==> config.mk <==
export PLATFORM = sky130hd
export DESIGN_NAME = mdu_hilo
export DESIGN_NICKNAME = d
export VERILOG_FILES = /design/src/rtl/mdu_pkg.sv /design/src/rtl/mdu_step.sv /design/src/rtl/mdu_hilo.sv
export SDC_FILE = /design/constraint.sdc
export NUM_CORES = 1
export LEC_CHECK = 0
export CAP_MARGIN = 20
export CORE_MARGIN = 8
export CORE_UTILIZATION = 65
export CTS_BUF_LIST = sky130_fd_sc_hd__clkbuf_8
export DETAILED_ROUTE_END_ITERATION = 8
export PLACE_DENSITY = 0.95
export SYNTH_ARGS = -nofsm -noshare
export SYNTH_HDL_FRONTEND = slang
export SYNTH_HIERARCHICAL = 1
export SYNTH_SLANG_ARGS = --single-unit
export TNS_END_PERCENT = 50
==> constraint.sdc <==
create_clock -name clk -period 14.75 [get_ports clk]
set_input_delay 2.95 -clock clk [delete_from_list [all_inputs] [get_ports clk]]
set_output_delay 2.95 -clock clk [all_outputs]
set_load 0.02 [all_outputs]
==> src/rtl/mdu_pkg.sv <==
// Shared encodings and constants for the iterative multiply/divide unit.
package mdu_pkg;

  localparam int unsigned MDU_ITERS = 32;

  typedef enum logic [2:0] {
    MDU_MULT  = 3'd0,
    MDU_MULTU = 3'd1,
    MDU_DIV   = 3'd2,
    MDU_DIVU  = 3'd3,
    MDU_MTHI  = 3'd4,
    MDU_MTLO  = 3'd5
  } mdu_op_e;

  typedef enum logic {
    IDLE = 1'b0,
    RUN  = 1'b1
  } mdu_state_e;

  function automatic logic op_is_signed(input mdu_op_e op);
    return (op == MDU_MULT) || (op == MDU_DIV);
  endfunction

endpackage

==> src/rtl/mdu_step.sv <==
// One shift-add multiply or restoring shift-subtract divide iteration.
module mdu_step #(
  parameter int unsigned WIDTH = 32
) (
  input  logic             is_div,
  input  logic [WIDTH-1:0] acc,
  input  logic [WIDTH-1:0] work,
  input  logic [WIDTH-1:0] opnd,
  output logic [WIDTH-1:0] acc_next,
  output logic [WIDTH-1:0] work_next
);

  logic [WIDTH:0] sum;
  logic [WIDTH:0] shifted;
  logic [WIDTH:0] diff;

  always_comb begin
    sum     = {1'b0, acc} + (work[0] ? {1'b0, opnd} : '0);
    shifted = {acc, work[WIDTH-1]};
    diff    = shifted - {1'b0, opnd};
    if (is_div) begin
      // Bit WIDTH of diff is the borrow: set means the partial remainder is below the divisor.
      if (!diff[WIDTH]) begin
        acc_next  = diff[WIDTH-1:0];
        work_next = {work[WIDTH-2:0], 1'b1};
      end else begin
        acc_next  = shifted[WIDTH-1:0];
        work_next = {work[WIDTH-2:0], 1'b0};
      end
    end else begin
      acc_next  = sum[WIDTH:1];
      work_next = {sum[0], work[WIDTH-1:1]};
    end
  end

endmodule

==> src/rtl/mdu_hilo.sv <==
// Iterative MIPS multiply/divide unit with HI/LO registers: FSM, counter, sign
// bookkeeping and result fix-up around the mdu_step datapath.
module mdu_hilo
  import mdu_pkg::*;
#(
  parameter int unsigned WIDTH = 32
) (
  input  logic             clk,
  input  logic             rst,
  input  logic             start,
  input  logic [2:0]       op,
  input  logic [WIDTH-1:0] a,
  input  logic [WIDTH-1:0] b,
  input  logic             flush,
  output logic             busy,
  output logic             done,
  output logic [WIDTH-1:0] hi,
  output logic [WIDTH-1:0] lo
);

  localparam int unsigned ITERS = WIDTH;
  localparam int unsigned CW    = $clog2(ITERS);

  mdu_state_e       state_q;
  logic [CW-1:0]    count_q;
  logic [WIDTH-1:0] acc_q, work_q, opnd_q;
  logic [WIDTH-1:0] hi_q, lo_q;
  logic             is_div_q, neg_q, rem_neg_q, div_zero_q, done_q;

  mdu_op_e          op_e;
  logic             sgn, is_div_op, a_neg, b_neg;
  logic [WIDTH-1:0] a_mag, b_mag;
  logic [WIDTH-1:0] acc_n, work_n;
  logic [2*WIDTH-1:0] prod;
  logic [WIDTH-1:0] quot, rem, res_hi, res_lo;

  always_comb begin
    op_e      = mdu_op_e'(op);
    sgn       = op_is_signed(op_e);
    is_div_op = (op_e == MDU_DIV) || (op_e == MDU_DIVU);
    a_neg     = sgn && a[WIDTH-1];
    b_neg     = sgn && b[WIDTH-1];
    a_mag     = a_neg ? -a : a;
    b_mag     = b_neg ? -b : b;
  end

  mdu_step #(
    .WIDTH(WIDTH)
  ) u_step (
    .is_div    (is_div_q),
    .acc       (acc_q),
    .work      (work_q),
    .opnd      (opnd_q),
    .acc_next  (acc_n),
    .work_next (work_n)
  );

  // Final fix-up applied to the last step's outputs on the completing edge.
  always_comb begin
    prod = {acc_n, work_n};
    if (neg_q) prod = -prod;
    quot = neg_q ? -work_n : work_n;
    rem  = rem_neg_q ? -acc_n : acc_n;
    if (div_zero_q) quot = '1;
    res_hi = is_div_q ? rem  : prod[2*WIDTH-1:WIDTH];
    res_lo = is_div_q ? quot : prod[WIDTH-1:0];
  end

  always_ff @(posedge clk or negedge rst) begin
    if (!rst) begin
      state_q    <= IDLE;
      count_q    <= '0;
      acc_q      <= '0;
      work_q     <= '0;
      opnd_q     <= '0;
      hi_q       <= '0;
      lo_q       <= '0;
      is_div_q   <= 1'b0;
      neg_q      <= 1'b0;
      rem_neg_q  <= 1'b0;
      div_zero_q <= 1'b0;
      done_q     <= 1'b0;
    end else begin
      done_q <= 1'b0;
      unique case (state_q)
        IDLE: begin
          if (start && !flush) begin
            unique case (op_e)
              MDU_MULT, MDU_MULTU, MDU_DIV, MDU_DIVU: begin
                state_q    <= RUN;
                count_q    <= '0;
                acc_q      <= '0;
                is_div_q   <= is_div_op;
                work_q     <= is_div_op ? a_mag : b_mag;
                opnd_q     <= is_div_op ? b_mag : a_mag;
                neg_q      <= a_neg ^ b_neg;
                rem_neg_q  <= is_div_op && a_neg;
                div_zero_q <= is_div_op && (b == '0);
              end
              MDU_MTHI: hi_q <= a;
              MDU_MTLO: lo_q <= a;
              default: ;
            endcase
          end
        end
        RUN: begin
          if (flush) begin
            state_q <= IDLE;
          end else begin
            acc_q   <= acc_n;
            work_q  <= work_n;
            count_q <= count_q + 1'b1;
            if (count_q == CW'(ITERS - 1)) begin
              hi_q    <= res_hi;
              lo_q    <= res_lo;
              done_q  <= 1'b1;
              state_q <= IDLE;
            end
          end
        end
        default: state_q <= IDLE;
      endcase
    end
  end

  assign busy = (state_q == RUN);
  assign done = done_q;
  assign hi   = hi_q;
  assign lo   = lo_q;

endmodule

==> reports/metrics.yaml <==
synth-main-ff-cell: "dfrtp_1"
powerDensity_mw_per_mm2: 160
route.detailed.drc: 0
end_kind: "register"
cp.required_ns: 15.13
cp_cell_sequence: "inv_1 > ha_1 > fa_1 > nand2b_1 > a21oi_1 > o21ai_1 > o21ai_2 > a31oi_4 > a21oi_4 > xor2_4 > buf_4 > mux2i_1 > mux2_2 > inv_1 > ha_1 > or3b_2 > nor4_2 > a41oi_1 > xnor2_1 > a221oi_1"
hold_viol: 0
worst-setup-path-type: "reg -> reg"
antenna_found_initial: 4
multi_input_area_mm2: 0.0106
synth.avg_cell_area_um2: 7.86
clk_pin_slew_worst_paths_ns: 0.11
reg2reg_depth: 20
crit_end: "hi[14]$_DFFE_PN0P_"
fin_nets: 2191
drtPass1Iterations: 8
path_depth: 20
drt_iter0_drc: 2497
fin_crit_ns: 5.89
crit_fanout: 34
placed_cells: 2346
wire_per_inst_um: 24.9
yosysMostFrequentCell: "nand2_1"
grtUsageTotal_pct: 40.1
htree_levels: 4
ys_seq_area_share_pct: 27.5
grt_max_degree: 71
hp-class: "reg -> reg"
finalSetupViolCount: 0
clock_latency_ns: 0.49
area_growth_pct: 12.5
setup_ws_ns: 8.86
async_reset_ff_share_pct: 100
crit_family: "compound AO/OA/AOI/OAI gates"
rrSetupSlack_ns: 8.86
dp_hpwl_um: 44300
syn_nets: 2123
grt_overflow: 0
synth_top_cell_by_area: "dfrtp_1"
ir_drop_v: 0.000108
cts_made_buffers: 17
timing.setup.tns_ns: 0
die_w_um: 171
worst_hold_slack_ns: 0.491
worstPathArrival_ns: 6.27
cp_slowest_cell: "or3b_2"
regArea_mm2: 0.00428
fp.dieH_um: 171
critical_path.max_stage_delay_ns: 0.54
ys_types: 88
first_global_vias: 15900
synth_top_cells_by_count: "nand2_1 (287), dfrtp_1 (171), nor2_1 (159)"
reg2reg_from: "work_q[31]$_DFFE_PN0P_"
drt-vias-per-instance: 7.07
io_pins: 137
drive_gt1_share_pct: 7.86
yosysWarnings: 6
slew_viol_final: 0
cts_setup_buffers: 0
fin_cells: 2381
synth-seq-cells: 171
initial_core_util_pct: 66.3
syn_inst: 1980
die_area_mm2: 0.0291
postRouteAntennaNets: 0
port_buffers: 136
fin_crit_sh_pct: 39.9
synth_edf_count: 0
cts_resized: 0
globalplace.congestion: 1.07
cts_root_buf: "clkbuf_8"
dr_total_vias: 16800
num_rows: 56
cp_num_buf_inv: 3
slew_headroom_pct: 27.4
wirelength_um: 59300
reg2reg_to: "hi[14]$_DFFE_PN0P_"
status: "completed"
synth.area.top_cells: "dfrtp_1 (27%), nand2_1 (6.9%), ha_1 (5.6%)"
fin_util_pct: 74.6
dp_slack_ns: 8.74
skew_ns: 0.0272
n_fill_cell: 1835
worstMarginPinSlew_ns: 1.08
core_region_area_mm2: 0.0235
holdBufCountCts: 0
cellLeakagePower_nw: 7.34
syn_area_mm2: 0.0156
synth_top_area_share_pct: 27.5
cts.sinks: 171
rsz0062_at_grt: "false"
drv_cap: 0
clock_path_buffers: 2
max_freq_ghz: 0.170
worst_setup_path_start_kind: "register"
cts_tree: "built"
grt_pass1_wl_um: 90100
cp-startpoint: "work_q[31]$_DFFE_PN0P_"
[cells by family after synthesis]
family                   share of synthesized area [%]
buffers and inverters                             4.62
AND/OR/NAND/NOR                                   22.4
XOR/XNOR                                          9.68
multiplexers                                      4.58
AO/OA/AOI/OAI                                     25.4
adder cells (fa/ha/maj)                           5.89
flip-flops                                        27.5
[cells in the final DEF (no fill, tap or decap), drive strengths merged, types with 27 or more instances in the layout]
master,instances
nand2,287
dfrtp,171
nor2,159
a21oi,154
clkdlybuf4s50,135
o21ai,128
xnor2,87
xor2,82
ha,70
inv,70
a31oi,50
nand3,47
mux2,42
and2,38
nor3,34
buf,33
a21o,32
a221oi,30
o31ai,27
[worst min path at each step]
stage                                       from                      to  slack, ns  cells after the start
after CTS                      lo[0]$_DFFE_PN0P_       lo[0]$_DFFE_PN0P_       0.50                      2
after global routing           lo[8]$_DFFE_PN0P_       lo[8]$_DFFE_PN0P_       0.52                      2
after detailed placement       lo[0]$_DFFE_PN0P_       lo[0]$_DFFE_PN0P_       0.47                      2
after global placement        lo[14]$_DFFE_PN0P_      lo[14]$_DFFE_PN0P_       0.46                      1
final                          lo[0]$_DFFE_PN0P_       lo[0]$_DFFE_PN0P_       0.49                      2
after floorplan           opnd_q[15]$_DFFE_PN0P_  opnd_q[15]$_DFFE_PN0P_       0.45                      2
[worst register-to-register path, stage by stage (launching register included)]
cell and delay (ns):
dfrtp_1 0.37, inv_1 0.08, ha_1 0.24, fa_1 0.42, nand2b_1 0.20, a21oi_1 0.20, o21ai_1 0.17, o21ai_2 0.30
a31oi_4 0.16, a21oi_4 0.25, xor2_4 0.15, buf_4 0.38, mux2i_1 0.19, mux2_2 0.30, inv_1 0.19, ha_1 0.33
or3b_2 0.54, nor4_2 0.42, a41oi_1 0.33, xnor2_1 0.24, a221oi_1 0.32
[state kept, by name, summed over array words and instances, names as in the netlist]
| register | flops |
|---|---|
| lo | 32 |
| acc_q | 32 |
| neg_q | 1 |
| busy | 1 |
| done | 1 |
| is_div_q | 1 |
| div_zero_q | 1 |
| rem_neg_q | 1 |
| work_q | 32 |
| count_q | 5 |
| hi | 32 |
| opnd_q | 32 |
[layer usage]
layer  track usage [%]  wire length [um]  vias up  part of all wire (%)
li1                  -                 -     7336                     -
met4              24.7              4500        4                   7.6
met5                 0                48        -                 0.081
met1              48.1             21300     7853                    36
met3              12.1              7410      346                    13
met2              62.6             26000     1292                    44
[area by class of cell]
| cell class | count | area share [%] |
|---|---|---|
| multi-input cells | 1627 | 60.5 |
| flip-flops and latches | 171 | 24.5 |
| repair buffers | 168 | 9.20 |
| well taps | 319 | 2.28 |
| inverters | 63 | 1.35 |
| clock buffers | 17 | 1.34 |
| clock inverters | 15 | 0.836 |
| diodes | 1 | 0.0143 |
[through the flow]
step                area [um2]  total power, mW
finish                   17500             2.79
global route             17500             2.92
CTS                      17500             2.71
detailed placement       17100             2.37
global placement         17100             2.34
floorplan                15600             1.82
[report_power, final]
part | switching (mW) | internal [mW] | total, mW
registers | 0.137 | 0.588 | 0.725
logic | 1.08 | 0.647 | 1.72
clock network | 0.217 | 0.126 | 0.343
(Power assumes the default switching activity.)
